[src/rtl/traffic_interval_timer.sv]
// Interval timer paired with the traffic-light controller: produces registered
// short (Ts) and long (Tl) expiry flags, restarting on i_St or any light-state change.
module traffic_interval_timer #(
  parameter int PRESCALE    = 10,
  parameter int SHORT_TICKS = 3,
  parameter int LONG_TICKS  = 8,
  parameter int CNT_W       = 8
) (
  input  logic             i_clk,
  input  logic             i_reset_n,
  input  logic [1:0]       i_G,
  input  logic             i_St,
  input  logic             i_hold,
  output logic             o_Ts,
  output logic             o_Tl,
  output logic             o_busy,
  output logic [CNT_W-1:0] o_elapsed
);

  localparam int PW = (PRESCALE > 1) ? $clog2(PRESCALE) : 1;

  typedef enum logic [1:0] {
    RUN_SHORT,
    RUN_LONG,
    EXPIRED
  } state_e;

  state_e           state_q, state_d;
  logic [PW-1:0]    prescale_q, prescale_d;
  logic [CNT_W-1:0] elapsed_q, elapsed_d;
  logic [1:0]       g_prev_q, g_prev_d;
  logic             ts_q, ts_d;
  logic             tl_q, tl_d;
  logic             busy_q, busy_d;
  logic             restart;
  logic [CNT_W-1:0] elapsed_inc;

  assign restart     = i_St | (i_G != g_prev_q);
  assign elapsed_inc = elapsed_q + CNT_W'(1);

  always_comb begin
    state_d    = state_q;
    prescale_d = prescale_q;
    elapsed_d  = elapsed_q;
    g_prev_d   = i_G;

    if (restart) begin
      state_d    = RUN_SHORT;
      prescale_d = '0;
      elapsed_d  = '0;
    end else if (!i_hold && state_q != EXPIRED) begin
      if (prescale_q == PW'(PRESCALE - 1)) begin
        prescale_d = '0;
        elapsed_d  = elapsed_inc;
        // State moves on the same edge that elapsed reaches a threshold.
        if (elapsed_inc == CNT_W'(LONG_TICKS)) begin
          state_d = EXPIRED;
        end else if (elapsed_inc == CNT_W'(SHORT_TICKS)) begin
          state_d = RUN_LONG;
        end
      end else begin
        prescale_d = prescale_q + PW'(1);
      end
    end

    ts_d   = (state_d != RUN_SHORT);
    tl_d   = (state_d == EXPIRED);
    busy_d = (state_d != EXPIRED);
  end

  always_ff @(posedge i_clk) begin
    if (!i_reset_n) begin
      state_q    <= RUN_SHORT;
      prescale_q <= '0;
      elapsed_q  <= '0;
      g_prev_q   <= '0;
      ts_q       <= 1'b0;
      tl_q       <= 1'b0;
      busy_q     <= 1'b1;
    end else begin
      state_q    <= state_d;
      prescale_q <= prescale_d;
      elapsed_q  <= elapsed_d;
      g_prev_q   <= g_prev_d;
      ts_q       <= ts_d;
      tl_q       <= tl_d;
      busy_q     <= busy_d;
    end
  end

  assign o_Ts      = ts_q;
  assign o_Tl      = tl_q;
  assign o_busy    = busy_q;
  assign o_elapsed = elapsed_q;

endmodule

[config.mk]
export PLATFORM = sky130hd
export DESIGN_NAME = traffic_interval_timer
export DESIGN_NICKNAME = d
export VERILOG_FILES = /design/src/rtl/traffic_interval_timer.sv
export SDC_FILE = /design/constraint.sdc
export NUM_CORES = 1
export LEC_CHECK = 0
export ABC_AREA = 1
export CORE_AREA = 3 3 49 51
export CTS_CLUSTER_DIAMETER = 50
export DETAILED_ROUTE_END_ITERATION = 16
export DIE_AREA = 0 0 52 54
export GPL_TIMING_DRIVEN = 1
export PLACE_DENSITY = 0.86
export SYNTH_ARGS = -nofsm -noshare
export SYNTH_HDL_FRONTEND = slang
export SYNTH_SLANG_ARGS = --single-unit
export TNS_END_PERCENT = 5
[constraint.sdc]
create_clock -name i_clk -period 1.7 [get_ports i_clk]
set_input_delay 0.17 -clock i_clk [delete_from_list [all_inputs] [get_ports i_clk]]
set_output_delay 0.17 -clock i_clk [all_outputs]
set_load 0.05 [all_outputs]
==> results by group <==
Min path
  • Hold WC Path Type: input pin to flop

Setup path
  • CP Capture Type: output port
  • FF-to-FF Start: o_elapsed[0]$_SDFFE_PP0P_
  • Crit path to: o_Ts
  • Cell Chain, Critical Path: clkdlybuf4s50_1
  • Reg-to-Reg End: o_busy$_SDFF_PN1_
  • CP Depth: 1
  • CP top delay family: buffers and inverters
  • Crit-path max FO: 1
  • CP peak stage delay: 0.80 ns
  • Crit path DAT: 1.43 ns
  • Startpoint types: flop
  • Setup CP Type: flop to output port
  • CP Buf/Inv Count: 1
  • Register-to-Register Path Depth: 11
  • CP max-delay cell: clkdlybuf4s50_1
  • Req. time, crit path: 1.53 ns
  • Register-to-register setup slack: 0.16 ns
  • Critical path launch point: o_Ts$_SDFF_PN0_

STA
  • Slew headroom: 66.5%
  • Max Clock Freq: 0.625 GHz
  • Final Max Slew Viols: 0
  • RSZ-0062 raised after global routing: true
  • Fin crit period: 1.60 ns
  • Slew @ Worst Pin: 0.501 ns
  • Final setup fails: 0
  • Clock skew: between 0.0015 and 0.002 ns
  • Period utilisation layout: a little over nine tenths
  • Final worst slack: ~0.10 ns
  • Final hold viol count: 0

Die
  • IO Pins: 17
  • Starting density of the core: 50.6%
  • Die area: 0.00281 mm²
  • Die W: 52 µm
  • Core Footprint: 0.00198 mm²
  • Chip height: 54 µm
  • Std cell rows: 16

Cells and area
  • Ratio of cells with drive above 1 in the final layout: a little under a third
  • Syn-to-layout area delta: 23.4%
  • # diodes: 0
  • Final Cell Area: about 0.0012 mm²
  • Nets: ~160
  • Layout Utilization: a little over three fifths
  • Commonest non-fill, non-tap cell in the layout: inv_1
  • Commonest cells after routing, fill and taps aside: 21 x inv_1, 17 x nand2_1, 14 x dfxtp_1, 13 x nand2_2, 11 x nor2_1

Placement
  • Place WS: 0.00539 ns
  • # port buffers: 16
  • RD Place Congestion: 0.773
  • Placement Cell Area: 0.00120 mm²
  • Hpwl dp: 1.45 mm

Power and ir drop
  • Cell Pwr Density: 576 mW/mm²
  • Leakage power: roughly 0.57 nW
  • Max VDD drop: 0.000452 V

Run status
  • Status: complete, no violations

Global routing
  • Largest net degree at the start of global routing: 12
  • Vias in the first global route: 815
  • Initial antenna violation count: 0
  • Global-route wire length before repair: about 3.2 mm
  • Gr usage total: around 15%
  • Overflow after GRT: 0

CTS
  • Clock Latency Late Sink: roughly 0.29 ns
  • Max clock buf depth: 2
  • Clk sinks: 19
  • Clock-pin slew on the worst setup and hold paths: between 0.1 and 0.15 ns
  • Max H-tree Level: 1
  • # hold bufs at CTS: 0
  • CTS root buffer: clkbuf_4
  • Num CTS Buffers: 3
  • CTS tree: built

Flow run
  • Max_cap viols: 0

Drt
  • Drt total wl: 1.83 mm
  • Vias: approximately 860
  • DRC viols: 0
  • Detailed Routing Iterations Pass 1: 4
  • Drt initial violations: 13
  • DR WL/cell: a little over 10 µm
  • DRT antenna net count: 0
  • Vias per cell: about 4.7

Logic synthesis
  • Mapped Nets: 142
  • Area leader, netlist: dfxtp_1
  • Mapped Avg Cell Area: 7.49 µm²
  • Synthesized area: 0.00100 mm²
  • Main area contributors after synthesis: dfxtp_1 38%, nand2_2 8.1%, inv_1 7.9%
  • Register bit total from synthesis: 19
  • Yosys Warn Count: 0
  • Post-Syn Instances: 134
  • Cell variety after synth: 24
  • Post-synth top area share: 37.9%
  • Register area share after synthesis: 37.9%
routing by layer:
layer	up-vias	GRT usage [%]	wire length, µm
met5	-	0	0
met4	0	5.24	28
met3	4	2.77	61
met2	19	28.9	903
met1	375	17.3	839
li1	464	-	-
area by class of cell:
| type | count | area (µm²) |
|---|---|---|
| sequential | 19 | 389 |
| fill | 165 | 743 |
| tap | 27 | 33.8 |
| clock inverter | 1 | 5.00 |
| timing repair buffer | 17 | 163 |
| clock buffer | 3 | 22.5 |
| multi-input combinational | 87 | 520 |
| inverter | 28 | 105 |
worst min-delay path by stage:
stage                                from                    endpoint  slack (ns)  cells past startpoint
2_1_floorplan                      i_G[0]      g_prev_q[0]$_SDFF_PN0_        0.26                      2
5_1_grt                            i_G[1]      g_prev_q[1]$_SDFF_PN0_        0.44                      3
3_3_place_gp   prescale_q[0]$_SDFFE_PP0P_  prescale_q[0]$_SDFFE_PP0P_        0.47                      2
6_report                           i_G[1]      g_prev_q[1]$_SDFF_PN0_        0.44                      3
4_1_cts                            i_G[1]      g_prev_q[1]$_SDFF_PN0_        0.43                      3
3_5_place_dp    o_elapsed[0]$_SDFFE_PP0P_   o_elapsed[0]$_SDFFE_PP0P_        0.47                      1
per-stage QoR:
stage / hold WS [ns] / cells / TNS (ns) / power, mW
detailed placement: 0.472 / 178 / 0 / 0.498
global placement: 0.470 / 178 / 0 / 0.497
floorplan: 0.263 / 134 / 0 / 0.481
finish: 0.435 / 182 / 0 / 0.714
global route: 0.437 / 182 / -0.00916 / 0.751
CTS: 0.430 / 182 / 0 / 0.721
cells in the mapped netlist, drive strengths merged:
cell type / count
a211oi: 4
a21oi: 7
and2: 1
clkinv: 1
dfxtp: 19
ha: 2
inv: 27
nand2: 30
nand3: 9
nand4: 1
nor2: 18
nor3: 2
nor3b: 1
nor4: 1
o21ai: 8
or2: 1
xnor2: 1
xor2: 1
flip-flops by register name, summed over array words and instances, names as in the netlist:
register	flops
o_busy	1
prescale_q	4
o_Tl	1
o_Ts	1
g_prev_q	2
o_elapsed	8
state_q	2
worst register-to-register path, cell delays in order (launching register included):
cell and delay (ns):
dfxtp_4 0.38, ha_2 0.21, nand3_1 0.14, nand2_1 0.07, nand2_1 0.08, nand2_2 0.07, nor2_4 0.12, nand3_2 0.10
nand2_2 0.09, inv_2 0.04, nand2_1 0.05, nand3_1 0.06
what timing repair did:
action / CTS / global route
buffers inserted: 0 / 0
endpoints found under the setup margin: 0 / 8
gates resized for setup: 0 / 5
power breakdown:
| group | internal [mW] | switching [mW] | total (mW) |
|---|---|---|---|
| Clock | 0.0875 | 0.140 | 0.228 |
| Combinational | 0.0180 | 0.0204 | 0.0384 |
| Sequential | 0.446 | 0.00140 | 0.448 |
logic make-up (layout without fill, tap and decap cells):
kind of cell,Yosys count,in the layout,share of synthesized area (%)
buf+inv,28,49,10.5
simple gates,64,64,36.2
compound gates,19,19,11.2
fa+ha+maj,2,2,2.49
flops,19,19,37.9
xor+xnor,2,2,1.75
Note: power is estimated with default switching activity, not from simulation.
